===== src/rtl/mem_bridge8_pkg.sv =====
// mem_bridge8_pkg
//   Shared definitions for the 32-bit word to 8-bit RAM bridge.
//   Contents:
//     ST_IDLE/ST_XFER/ST_DONE  bridge FSM state encodings
//     BYTES_PER_WORD           byte cycles per core word
//     byte_lane()              extract little-endian byte lane k of a word
package mem_bridge8_pkg;

    localparam logic [1:0] ST_IDLE = 2'd0;
    localparam logic [1:0] ST_XFER = 2'd1;
    localparam logic [1:0] ST_DONE = 2'd2;

    localparam int BYTES_PER_WORD = 4;

    function automatic logic [7:0] byte_lane(input logic [31:0] word, input logic [1:0] k);
        logic [7:0] lane;
        case (k)
            2'd0:    lane = word[7:0];
            2'd1:    lane = word[15:8];
            2'd2:    lane = word[23:16];
            default: lane = word[31:24];
        endcase
        return lane;
    endfunction

endpackage


===== src/rtl/mem_bridge8.sv =====
// mem_bridge8
//   Bridges the core's 32-bit word bus to an 8-bit synchronous RAM. Each core
//   access becomes four little-endian byte slots of 1+WAIT cycles; the core is
//   stalled through 'ce' until the word is complete.
//
//   State table
//     state    | meaning
//     ST_IDLE  | waiting for core_rd/core_w; ce follows ~req
//     ST_XFER  | running byte slots 0..3 on the RAM side, core stalled
//     ST_DONE  | last read byte arrives, ce=1 for one cycle
//
//   Ports
//     clock    in   1       system clock, posedge
//     rst_n    in   1       asynchronous active-low reset
//     core_a   in   32      core byte address (bits [1:0] ignored)
//     core_o   in   32      core write data
//     core_w   in   1       write request (wins over core_rd)
//     core_rd  in   1       read request
//     core_be  in   4       write byte enables, bit k = lane k
//     core_i   out  32      assembled read word
//     ce       out  1       core clock enable, 0 = stall
//     mem_a    out  ADDR_W  RAM byte address
//     mem_i    in   8       RAM read data, one cycle after mem_a
//     mem_o    out  8       RAM write data
//     mem_w    out  1       RAM write strobe
module mem_bridge8
    import mem_bridge8_pkg::*;
#(
    parameter int ADDR_W = 20,
    parameter int WAIT   = 0
) (
    input  logic              clock,
    input  logic              rst_n,
    input  logic [31:0]       core_a,
    input  logic [31:0]       core_o,
    input  logic              core_w,
    input  logic              core_rd,
    input  logic [3:0]        core_be,
    output logic [31:0]       core_i,
    output logic              ce,
    output logic [ADDR_W-1:0] mem_a,
    input  logic [7:0]        mem_i,
    output logic [7:0]        mem_o,
    output logic              mem_w
);

    localparam int CNT_W = (WAIT > 0) ? $clog2(WAIT + 1) : 1;
    localparam logic [CNT_W-1:0] CNT_LAST = CNT_W'(WAIT);

    logic [1:0]        state;
    logic [ADDR_W-1:0] base_q;
    logic [31:0]       data_q;
    logic [3:0]        be_q;
    logic              wr_q;
    logic [1:0]        k_q;
    logic [CNT_W-1:0]  cnt_q;
    logic [23:0]       rbuf_q;
    logic [31:0]       word_q;

    logic              req;
    logic [ADDR_W-1:0] base_in;
    logic [1:0]        k_next;

    assign req     = core_rd | core_w;
    assign base_in = {core_a[ADDR_W-1:2], 2'b00};
    assign k_next  = k_q + 2'd1;

    generate
        if (ADDR_W < 32) begin : g_unused_hi
            logic unused_core_a;
            assign unused_core_a = ^{core_a[31:ADDR_W], core_a[1:0]};
        end else begin : g_unused_lo
            logic unused_core_a;
            assign unused_core_a = ^core_a[1:0];
        end
    endgenerate

    always_comb begin
        ce = 1'b0;
        if (rst_n) begin
            case (state)
                ST_IDLE: ce = ~req;
                ST_DONE: ce = 1'b1;
                default: ce = 1'b0;
            endcase
        end
    end

    // With a synchronous RAM, byte 3 only appears on mem_i during DONE, the very
    // cycle the core samples with ce=1, so it is forwarded straight through.
    // word_q takes the same value at the end of DONE and holds it afterwards.
    assign core_i = (state == ST_DONE && !wr_q) ? {mem_i, rbuf_q} : word_q;

    always_ff @(posedge clock or negedge rst_n) begin
        if (!rst_n) begin
            state  <= ST_IDLE;
            base_q <= '0;
            data_q <= '0;
            be_q   <= '0;
            wr_q   <= 1'b0;
            k_q    <= '0;
            cnt_q  <= '0;
            rbuf_q <= '0;
            word_q <= '0;
            mem_a  <= '0;
            mem_o  <= '0;
            mem_w  <= 1'b0;
        end else begin
            mem_w <= 1'b0;
            case (state)
                ST_IDLE: begin
                    if (req) begin
                        base_q <= base_in;
                        data_q <= core_o;
                        be_q   <= core_be;
                        wr_q   <= core_w;
                        k_q    <= '0;
                        cnt_q  <= '0;
                        mem_a  <= base_in;
                        mem_o  <= core_o[7:0];
                        mem_w  <= core_w & core_be[0];
                        state  <= ST_XFER;
                    end
                end
                ST_XFER: begin
                    // Previous slot's byte is on mem_i during the first cycle of this slot.
                    if (cnt_q == '0 && !wr_q) begin
                        case (k_q)
                            2'd1:    rbuf_q[7:0]   <= mem_i;
                            2'd2:    rbuf_q[15:8]  <= mem_i;
                            2'd3:    rbuf_q[23:16] <= mem_i;
                            default: ;
                        endcase
                    end
                    if (cnt_q == CNT_LAST) begin
                        cnt_q <= '0;
                        if (k_q == 2'd3) begin
                            state <= ST_DONE;
                        end else begin
                            k_q   <= k_next;
                            mem_a <= base_q + {{(ADDR_W-2){1'b0}}, k_next};
                            mem_o <= byte_lane(data_q, k_next);
                            mem_w <= wr_q & be_q[k_next];
                        end
                    end else begin
                        cnt_q <= cnt_q + 1'b1;
                    end
                end
                ST_DONE: begin
                    if (!wr_q) begin
                        word_q <= {mem_i, rbuf_q};
                    end
                    state <= ST_IDLE;
                end
                default: state <= ST_IDLE;
            endcase
        end
    end

endmodule


===== config.mk =====
export PLATFORM = sky130hd
export DESIGN_NAME = mem_bridge8
export DESIGN_NICKNAME = d
export VERILOG_FILES = /design/src/rtl/mem_bridge8_pkg.sv /design/src/rtl/mem_bridge8.sv
export SDC_FILE = /design/constraint.sdc
export NUM_CORES = 1
export LEC_CHECK = 0
export ABC_AREA = 1
export CAP_MARGIN = 20
export CORE_ASPECT_RATIO = 1.75
export CORE_UTILIZATION = 40
export CTS_CLUSTER_SIZE = 8
export DETAILED_ROUTE_END_ITERATION = 8
export PLACE_DENSITY = 0.78
export SYNTH_ARGS = -nofsm -noshare
export SYNTH_HDL_FRONTEND = slang
export SYNTH_SLANG_ARGS = --single-unit
export TNS_END_PERCENT = 5

===== constraint.sdc =====
create_clock -name clock -period 3.5 [get_ports clock]
set_input_delay 0.7 -clock clock [delete_from_list [all_inputs] [get_ports clock]]
set_output_delay 0.7 -clock clock [all_outputs]
set_load 0.05 [all_outputs]

# [Yosys cells after proc, flatten, opt, wreduce, memory -nomap -nowiden]
# Index checks and enable logic that the tools add are counted.
[word_totals] ff_bits=145 output_inout_bits=62 wordCells=78
[classes] n_addsub=3 n_lt_le_gt_ge=1 n_eq_ne=11 n_mux=29 bitwise_logic=6 n_reduce_logical=14
[ops] cell="$mux 20" count=3
[ops] cell="$pmux 20 s2" count=1
[ops] cell="$mux 32" count=1
[ops] cell="$mux 8" count=3
[ops] cell="$pmux 8 s3" count=1
[ops] cell="$add 20x2->20" count=1
[ops] cell="$pmux 8 s2" count=1
[ops] cell="$mux 2" count=6
[ops] cell="$reduce_and 3->1" count=4
[ops] cell="$eq 2x2->1 const B" count=4
[ops] cell="$ne 2x2->1 const B" count=4
[ops] cell="$pmux 2 s2" count=2
[ops] cell="$mux 1" count=7
[ops] cell="$eq 2x1->1 const B" count=3
[ops] cell="$pmux 1 s2" count=3
[ops] cell="$reduce_and 2->1" count=3
[ops] cell="$logic_not 2->1" count=2
[ops] cell="$reduce_and 4->1" count=1
[ops] cell="$lt 2x3->1 const B" count=1
[ops] cell="$not 1->1" count=3
[ops] cell="$add 2x1->2 const B" count=1
[ops] cell="$and 1x1->1" count=2
[ops] cell="$bmux 1 s2" count=1
[ops] cell="$logic_and 1x1->1" count=2
[ops] cell="other kinds (4)" count=4

# [Logic depth before layout (Yosys ltp)]
# Gate-level depths: netlist of run 1.
[logic_depth] depth_word=7 depth_mapped=9

# [Worst setup path after synthesis of run 1]
# Ideal clock, no wire load.
[synth_path] path_type="flip-flop to output port" startpoint="register wr_q" endpoint="output port core_i[0]" arrival_ps=2119 setup_slack_ps=681 stages_incl_launch_ff=5 path_buffers=1 cell_sequence="dfrtp_1 inv_1 nand3_2 buf_2 o21ai_0"
[synth_via] elab_chain_cells=3
[synth_rtl] item="start, declared" line="mem_bridge8.sv:54" source="logic wr_q;"
[synth_rtl] item="start signal, assigned" line="mem_bridge8.sv:116" source="wr_q <= core_w;"
[synth_rtl] item="$logic_not 1->1"
[synth_rtl] item="$logic_and 1x1->1" line="mem_bridge8.sv:92" source="assign core_i = (state == ST_DONE && !wr_q) ? {mem_i, rbuf_q} : word_q;"
[synth_rtl] item="$mux 32" line="mem_bridge8.sv:92"
[synth_rtl] item="end, declared" line="mem_bridge8.sv:39" source="output logic [31:0] core_i,"
# Every way passes these cells.

# [Worst setup path in the final report of run 1]
[layout_path] startpoint="register wr_q" endpoint="output port core_i[22]"
# The elaborated chain is that of the path after synthesis.

==> out/results.ini, run 1 <==
[outcome]
status=complete, no violations

[grt]
grt_pass1_wl_microns=24200
track_usage_pct=20.2
antenna_found_initial=2
grt_max_degree=143
grt_pass1_vias=4893
grt_overflow=0

[logic_synthesis]
syn_area_per_cell_sq_um=8.48
postSynthCellCount=730
syn_area_sq_um=6190
ys_warn_count=0
ys_ff_latch=142
seq_area_frac_synth_pct=57.4
yosysTopAreaCell=dfrtp_1
synth_top_family_by_area=simple AND/OR/NAND/NOR gates
syn_nets=815
synth_mux_area_share_pct=0
synth_cell_types=24
synthSimpleGateAreaFrac_pct=24.3
synth_xor_area_share_pct=0
synth_compound_area_share_pct=8.93
synthAdderAreaFrac_pct=1.01
synth_top_area_share_pct=57.4
netlist_top_cells_area=dfrtp_1 57%, nand2_1 19%, o21ai_0 5.0%

[power_and_ir_drop]
vdd_drop_max_mv=0.668
powerDensity_nw_per_um2=1120
total_power_w=0.00939
leakagePower_nw=4.19

[timing]
rsz0062_at_grt=no
fin_tns_setup_ps=0
worst_pin_slew_ps=806
finalHoldViolCount=0
slew_headroom_pct=46.3
drv_slew=0
setup_violations=0
period_share_pct=83.7
fin_ws_ps=569
fmax_ghz=0.341
fin_skew_ps=7.38
min_period_ps=2930
hold_slack_ps=377

[die]
initial_core_util_pct=41.3
core_sq_um=15000
die_h_microns=167
dieArea_sq_um=16000
pin_count=142
die_x_microns=96.1
floorplan.rows=59

[finish]
regArea_sq_um=3550
fillers=1286
area_delta_synth_final_pct=35.8
fin_nets=931
drive_gt1_share_pct=10.1
multi_input_comb_area_sq_um=2120
fin_util_pct=56.1

[route]
drt_wl_total_microns=14900
firstDrtPassIters=6
drtIter0Drc=248
ant_nets=0
vias_per_cell=4.86
vias=5078
wire_per_inst_microns=14.3
drcViolationCount=0

[worst_hold_path]
hp-class=in -> async

[clock_tree]
cts_tree=done
cts_buffers=17
cts_setup_buffers=0
cts.clk_slew.worst_paths_ps=60
ctsHoldBuffers=0
cts_htree_levels=4
ctsResizeCount=0
root_buffer=clkbuf_16
clk_latency_ps=420
cts_buffer_depth=2
cts.sinks=142

[place]
numPortBuffers=127
dpl_worst_slack_ps=753
hpwlAfterDp_microns=10200
gp_congestion=0.831

[critical_path]
arrival_ps=2230
end_kind=primary output
crit_type=reg -> out
start_kind=flip-flop
reg2reg_slack_ps=1470
crit_required_ps=2800
path_max_fanout=64

[job]
maxCapViolCount=0

-- metal layers --
| metal | up-vias | wire, microns | GRT usage, % |
|---|---|---|---|
| met2 | 155 | 7960 | 34.1 |
| met3 | 34 | 565 | 4.29 |
| met1 | 2409 | 5700 | 23.0 |
| met5 | - | 0 | 0 |
| met4 | 0 | 647 | 11.4 |
| li1 | 2480 | - | - |
-- Yosys cell counts --
| master | number |
|---|---|
| nand2_4 | 4 |
| nand3_4 | 3 |
| nand3_1 | 12 |
| nand2_1 | 311 |
| buf_2 | 12 |
| a21oi_1 | 1 |
| nor2_4 | 1 |
| o21ai_2 | 4 |
| clkbuf_1 | 4 |
| clkbuf_2 | 4 |
| inv_2 | 2 |
| a21oi_4 | 1 |
| buf_6 | 12 |
| o21ai_1 | 36 |
| nor2_1 | 43 |
| inv_4 | 1 |
| dfrtp_1 | 142 |
| nand3_2 | 1 |
| inv_6 | 1 |
| o21ai_0 | 62 |
| buf_8 | 1 |
| o22ai_1 | 1 |
| inv_1 | 66 |
| ha_1 | 5 |
-- cell type report --
cell class	instances	area share [%]
sequential	142	42.3
multi-input combinational	485	25.2
timing repair buffer	130	19.3
clock buffer	17	5.06
inverter	70	3.21
tap	183	2.72
clock inverter	15	2.11
antenna	2	0.0595
-- per-stage QoR --
stage	cells	cell area, sq um
CTS	1042	8400
global route	1044	8410
floorplan	730	6190
detailed placement	1010	7800
finish	1044	8410
global placement	1010	7800
-- placed cells by master, fill, tap and decap left out, types with 4 or more instances in the layout --
| master | count |
|---|---|
| clkdlybuf4s50_1 | 93 |
| buf_12 | 33 |
| inv_8 | 4 |
| o21ai_2 | 4 |
| o21ai_1 | 36 |
| o21ai_0 | 62 |
| dfrtp_1 | 142 |
| ha_1 | 5 |
| inv_1 | 66 |
| nand2_4 | 4 |
| clkbuf_16 | 17 |
| nand2_1 | 311 |
| nand3_1 | 12 |
| inv_6 | 6 |
| nor2_1 | 43 |
-- critical path, stage by stage (launching register included) --
cell and delay, ps:
dfrtp_1 360, inv_1 260, nand3_2 90, buf_4 310, o21ai_0 580, buf_12 220
-- where the power goes --
group,internal [W],total (W),switching (W)
Sequential,0.00244,0.00281,0.000367
Combinational,0.00171,0.00474,0.00302
Clock,0.00108,0.00184,0.000765
Total,0.00523,0.00939,0.00415
-- registers in the layout, indices dropped and copies added (netlist names) --
name	cells
base_q	18
be_q	4
data_q	32
mem_a	20
mem_o	8
mem_w	1
rbuf_q	24
state	2
word_q	32
wr_q	1
-- logic make-up after synthesis --
logic type / after synthesis
buf+inv: 103
flops: 142
simple gates: 375
fa+ha+maj: 5
compound gates: 105
-- final timing paths --
path                                        from                      to  depth (start not counted)
max                             wr_q$_DFFE_PN0P_              core_i[22]                          5
min                                        rst_n   mem_a[19]$_DFFE_PN0P_                          2
max reg2reg                 mem_a[0]$_DFFE_PN0P_    mem_a[1]$_DFFE_PN0P_                          5
min reg2reg                data_q[6]$_DFFE_PN0P_   data_q[6]$_DFFE_PN0P_                          2
max in group asynchronous                  rst_n  data_q[27]$_DFFE_PN0P_                          2
min in group clock         data_q[6]$_DFFE_PN0P_   data_q[6]$_DFFE_PN0P_                          2
Note: power is estimated with default switching activity, not from simulation.
==> run 2: changes to the inputs <==
- PLACE_DENSITY: 0.78 -> 0.81
- clock period: 3.5 -> 2.5 ns (I/O delays scaled with it)
==> out/results.ini, run 2 (synthesis gave the netlist of run 1 again) <==
[timing]
finalHoldViolCount=0
rsz0062_at_grt=yes
period_share_pct=97.5
min_period_ps=2440
worst_pin_slew_ps=750
fmax_ghz=0.410
fin_ws_ps=61.4
fin_tns_setup_ps=0
fin_skew_ps=11.3
drv_slew=0
setup_violations=0
slew_headroom_pct=50.0

[critical_path]
crit_required_ps=2000
r2r_cells=8
end_kind=primary output
start_kind=flip-flop
path_cells=nand3_2 > buf_4 > o21ai_0 > buf_12
path_max_fanout=31
crit_path_max_incr_delay_ps=500
crit_type=reg -> out
arrival_ps=1940
cp_slowest_cell=dfrtp_1

[route]
wire_per_inst_microns=14.4
vias=5059
drcViolationCount=0
drtIter0Drc=198
ant_nets=0
drt_wl_total_microns=15100
vias_per_cell=4.81
firstDrtPassIters=4

[clock_tree]
cts_buffers=17
cts.clk_slew.worst_paths_ps=60
cts_tree=done
cts_htree_levels=4
cts_setup_buffers=0
cts.sinks=142
ctsHoldBuffers=0
cts_buffer_depth=2
root_buffer=clkbuf_16
clk_latency_ps=410

[finish]
drive_gt1_share_pct=11.0
fin_nets=939
final_area_sq_um=8510
instances_no_fill=1051
area_delta_synth_final_pct=37.4
final_cell_mix=311 x nand2_1, 142 x dfrtp_1, 93 x clkdlybuf4s50_1
largestRegisters=data_q x32, word_q x32, rbuf_q x24
final_common_cell=nand2_1
fillers=1245

[place]
hpwlAfterDp_microns=10700
gp_congestion=0.846
numPortBuffers=127
placed_area_sq_um=7890
dpl_worst_slack_ps=198
dpl.cell_count=1018

[die]
pin_count=142
die_h_microns=167
core_sq_um=15000
dieArea_sq_um=16000
floorplan.rows=59
die_x_microns=96.1
initial_core_util_pct=41.3

[power_and_ir_drop]
power.share.switching_pct=44.3
total_power_w=0.0133
pwr-share-clk_pct=19.7
p_comb_share_pct=50.8
leakagePower_nw=4.25
internal-power_w=0.00741
seqPwrFrac_pct=29.6
vdd_drop_max_mv=0.990
powerDensity_nw_per_um2=1570
switchingPower_w=0.00590

[grt]
grt_max_degree=143
grt_pass1_vias=5016
track_usage_pct=20.6
grt_overflow=0
antenna_found_initial=1
grt_pass1_wl_microns=24800

[job]
maxCapViolCount=0

[outcome]
status=complete, no violations

[worst_hold_path]
hp-class=in -> async

-- run 2: changes by cell type in the layout (fill, tap and decap cells not counted), sizes merged --
cell	previous run	this run
buf	37	45
inv	79	78
clkinvlp	2	0
diode	2	1
clkinv	2	5
-- run 2: area by class of cell --
cell class	count	area [sq um]	share of cell area [%]
sequential	142	3550	41.8
antenna	1	2.50	0.0294
tap	183	229	2.69
multi-input combinational	485	2120	25.0
timing repair buffer	138	1710	20.1
clock inverter	15	193	2.27
clock buffer	17	425	5.00
inverter	70	270	3.18
-- run 2: per-stage QoR --
stage	hold WS (ps)	utilization (%)
floorplan	204	-
global placement	461	52.6
detailed placement	465	52.6
CTS	274	56.8
global route	293	56.8
finish	226	56.8
-- run 2: power by group through the flow --
stage	sequential (W)	clock (W)	combinational, W
2_1_floorplan	0.00464	0	0.00366
3_3_place_gp	0.00392	0	0.00661
3_5_place_dp	0.00396	0	0.00676
4_1_cts	0.00394	0.00266	0.00681
5_1_grt	0.00406	0.00277	0.00736
6_report	0.00394	0.00262	0.00676
-- run 2: metal layers --
layer	up-vias	track usage (%)	routed length, microns
met1	2393	23.6	5850
met3	28	4.43	486
met4	0	10.6	611
met2	135	35.0	8150
li1	2503	-	-
met5	-	0	0
-- run 2: critical path: cells and delay by family (launching register included) --
| family | cells | cell delay [ps] |
|---|---|---|
| flip-flops | 1 | 500 |
| buffers and inverters | 2 | 440 |
| AO/OA/AOI/OAI | 1 | 430 |
| AND/OR/NAND/NOR | 1 | 160 |
-- run 2: what timing repair did --
item / CTS / global route
setup endpoints to repair: 3 / 20
gates resized for setup: 3 / 12
pin swaps: 0 / 0
gates cloned: 0 / 0
-- run 2: final timing paths --
path | from | end | slack [ps]
worst max register to register | mem_a[0]$_DFFE_PN0P_ | mem_o[1]$_DFFE_PN0P_ | 600
worst max-delay path | state[1]$_DFFE_PN0P_ | core_i[10] | 60
max in group asynchronous | rst_n | rbuf_q[8]$_DFFE_PN0P_ | 1710
min in group clock | mem_a[7]$_DFFE_PN0P_ | mem_a[7]$_DFFE_PN0P_ | 480
worst min register to register | mem_a[7]$_DFFE_PN0P_ | mem_a[7]$_DFFE_PN0P_ | 480
worst min-delay path | rst_n | data_q[25]$_DFFE_PN0P_ | 230
==> run 3: changes to the inputs <==
- PLACE_DENSITY: 0.81 -> 0.78
- clock period: 2.5 -> 2.4 ns (I/O delays scaled with it)
==> out/results.ini, run 3 (synthesis gave the netlist of run 1 again) <==
[route]
drt_wl_total_microns=14900
vias_per_cell=4.72
wire_per_inst_microns=14.2
drcViolationCount=0
firstDrtPassIters=4
vias=4955
ant_nets=0
drtIter0Drc=175

[finish]
fin_util_pct=56.5
area_delta_synth_final_pct=36.8
largestRegisters=data_q x32, word_q x32, rbuf_q x24
instances_no_fill=1049
drive_gt1_share_pct=10.9
final_common_cell=nand2_1
n_antenna_cell=0
fin_nets=939
final_cell_mix=311 x nand2_1, 142 x dfrtp_1, 93 x clkdlybuf4s50_1

[die]
floorplan.rows=59
die_x_microns=96.1
initial_core_util_pct=41.3
die_h_microns=167
core_sq_um=15000
dieArea_sq_um=16000
pin_count=142

[clock_tree]
cts_buffers=17
root_buffer=clkbuf_16
cts_htree_levels=4
cts_setup_buffers=0
cts.clk_slew.worst_paths_ps=70
cts_tree=done
cts_buffer_depth=2
clk_latency_ps=420
cts.sinks=142

[grt]
grt_pass1_vias=4828
antenna_found_initial=0
grt_max_degree=143
grt_overflow=0
track_usage_pct=19.9
grt_pass1_wl_microns=23900

[critical_path]
crit_type=reg -> out
path_delay_family=flip-flops
crit_buf_inv=2
end_kind=primary output
crit_path_max_incr_delay_ps=510
crit_required_ps=1920
start_kind=flip-flop
arrival_ps=1890
path_max_fanout=64
cp_slowest_cell=dfrtp_1
path_cells=nand3_2 > buf_12 > o21ai_0 > buf_12
reg2reg_slack_ps=500
worst_path_most_repeated_cell=buf_12

[power_and_ir_drop]
vdd_drop_max_mv=0.966
total_power_w=0.0137
powerDensity_nw_per_um2=1620
leakagePower_nw=4.23

[timing]
fin_skew_ps=19.3
rsz0062_at_grt=yes
fmax_ghz=0.422
min_period_ps=2370
worst_pin_slew_ps=776
period_share_pct=98.8
setup_violations=0
drv_slew=0
slew_headroom_pct=48.3
finalHoldViolCount=0

[place]
hpwlAfterDp_microns=10300
dpl.cell_count=1018
gp_congestion=0.830
numPortBuffers=127

[job]
maxCapViolCount=0

[worst_hold_path]
hp-class=in -> async

[outcome]
status=complete, no violations

run 3: power breakdown:
part,switching [W],internal [W]
clock,0.00107,0.00155
combinational,0.00443,0.00257
sequential,0.000538,0.00356
total,0.00604,0.00768
run 3: worst paths after layout:
check	cells after the start	to	startpoint
setup / recovery	4	core_i[29]	state[1]$_DFFE_PN0P_
min in group clock	2	mem_a[7]$_DFFE_PN0P_	mem_a[7]$_DFFE_PN0P_
max in group asynchronous	2	base_q[6]$_DFFE_PN0P_	rst_n
hold reg to reg	2	mem_a[7]$_DFFE_PN0P_	mem_a[7]$_DFFE_PN0P_
setup reg to reg	8	mem_o[6]$_DFFE_PN0P_	mem_a[0]$_DFFE_PN0P_
hold / removal	2	base_q[8]$_DFFE_PN0P_	rst_n
run 3: cell type report:
class | instances | area [sq um]
flip-flops and latches | 142 | 3550
multi-input cells | 485 | 2120
fillers | 1301 | 6510
repair buffers | 138 | 1710
clock inverters | 14 | 160
inverters | 70 | 270
clock buffers | 17 | 425
well taps | 183 | 229
run 3: per-layer routing:
layer  GRT usage (%)  vias up  routed length (microns)
met5               0        -                        0
met4            9.09        0                      490
met3            4.38       30                      528
met2            34.6      130                     8050
met1            22.6     2306                     5840
li1                -     2489                        -
run 3: metrics by stage:
step / hold slack (ps) / worst slack [ps] / setup TNS, ps / area [sq um]
floorplan: 184 / -199 / -5860 / 6190
global placement: 462 / 181 / 0 / 7890
detailed placement: 464 / 175 / 0 / 7890
CTS: 254 / -0.997 / -0.997 / 8470
global route: 275 / -64.5 / -803 / 8470
finish: 172 / 27.9 / 0 / 8470
run 3: what timing repair did:
item,CTS,global route
hold buffers,0,0
setup endpoints to repair,7,24
gates resized for setup,7,4
pin swaps,0,0
gates cloned,0,0
endpoints found under the hold margin,0,0
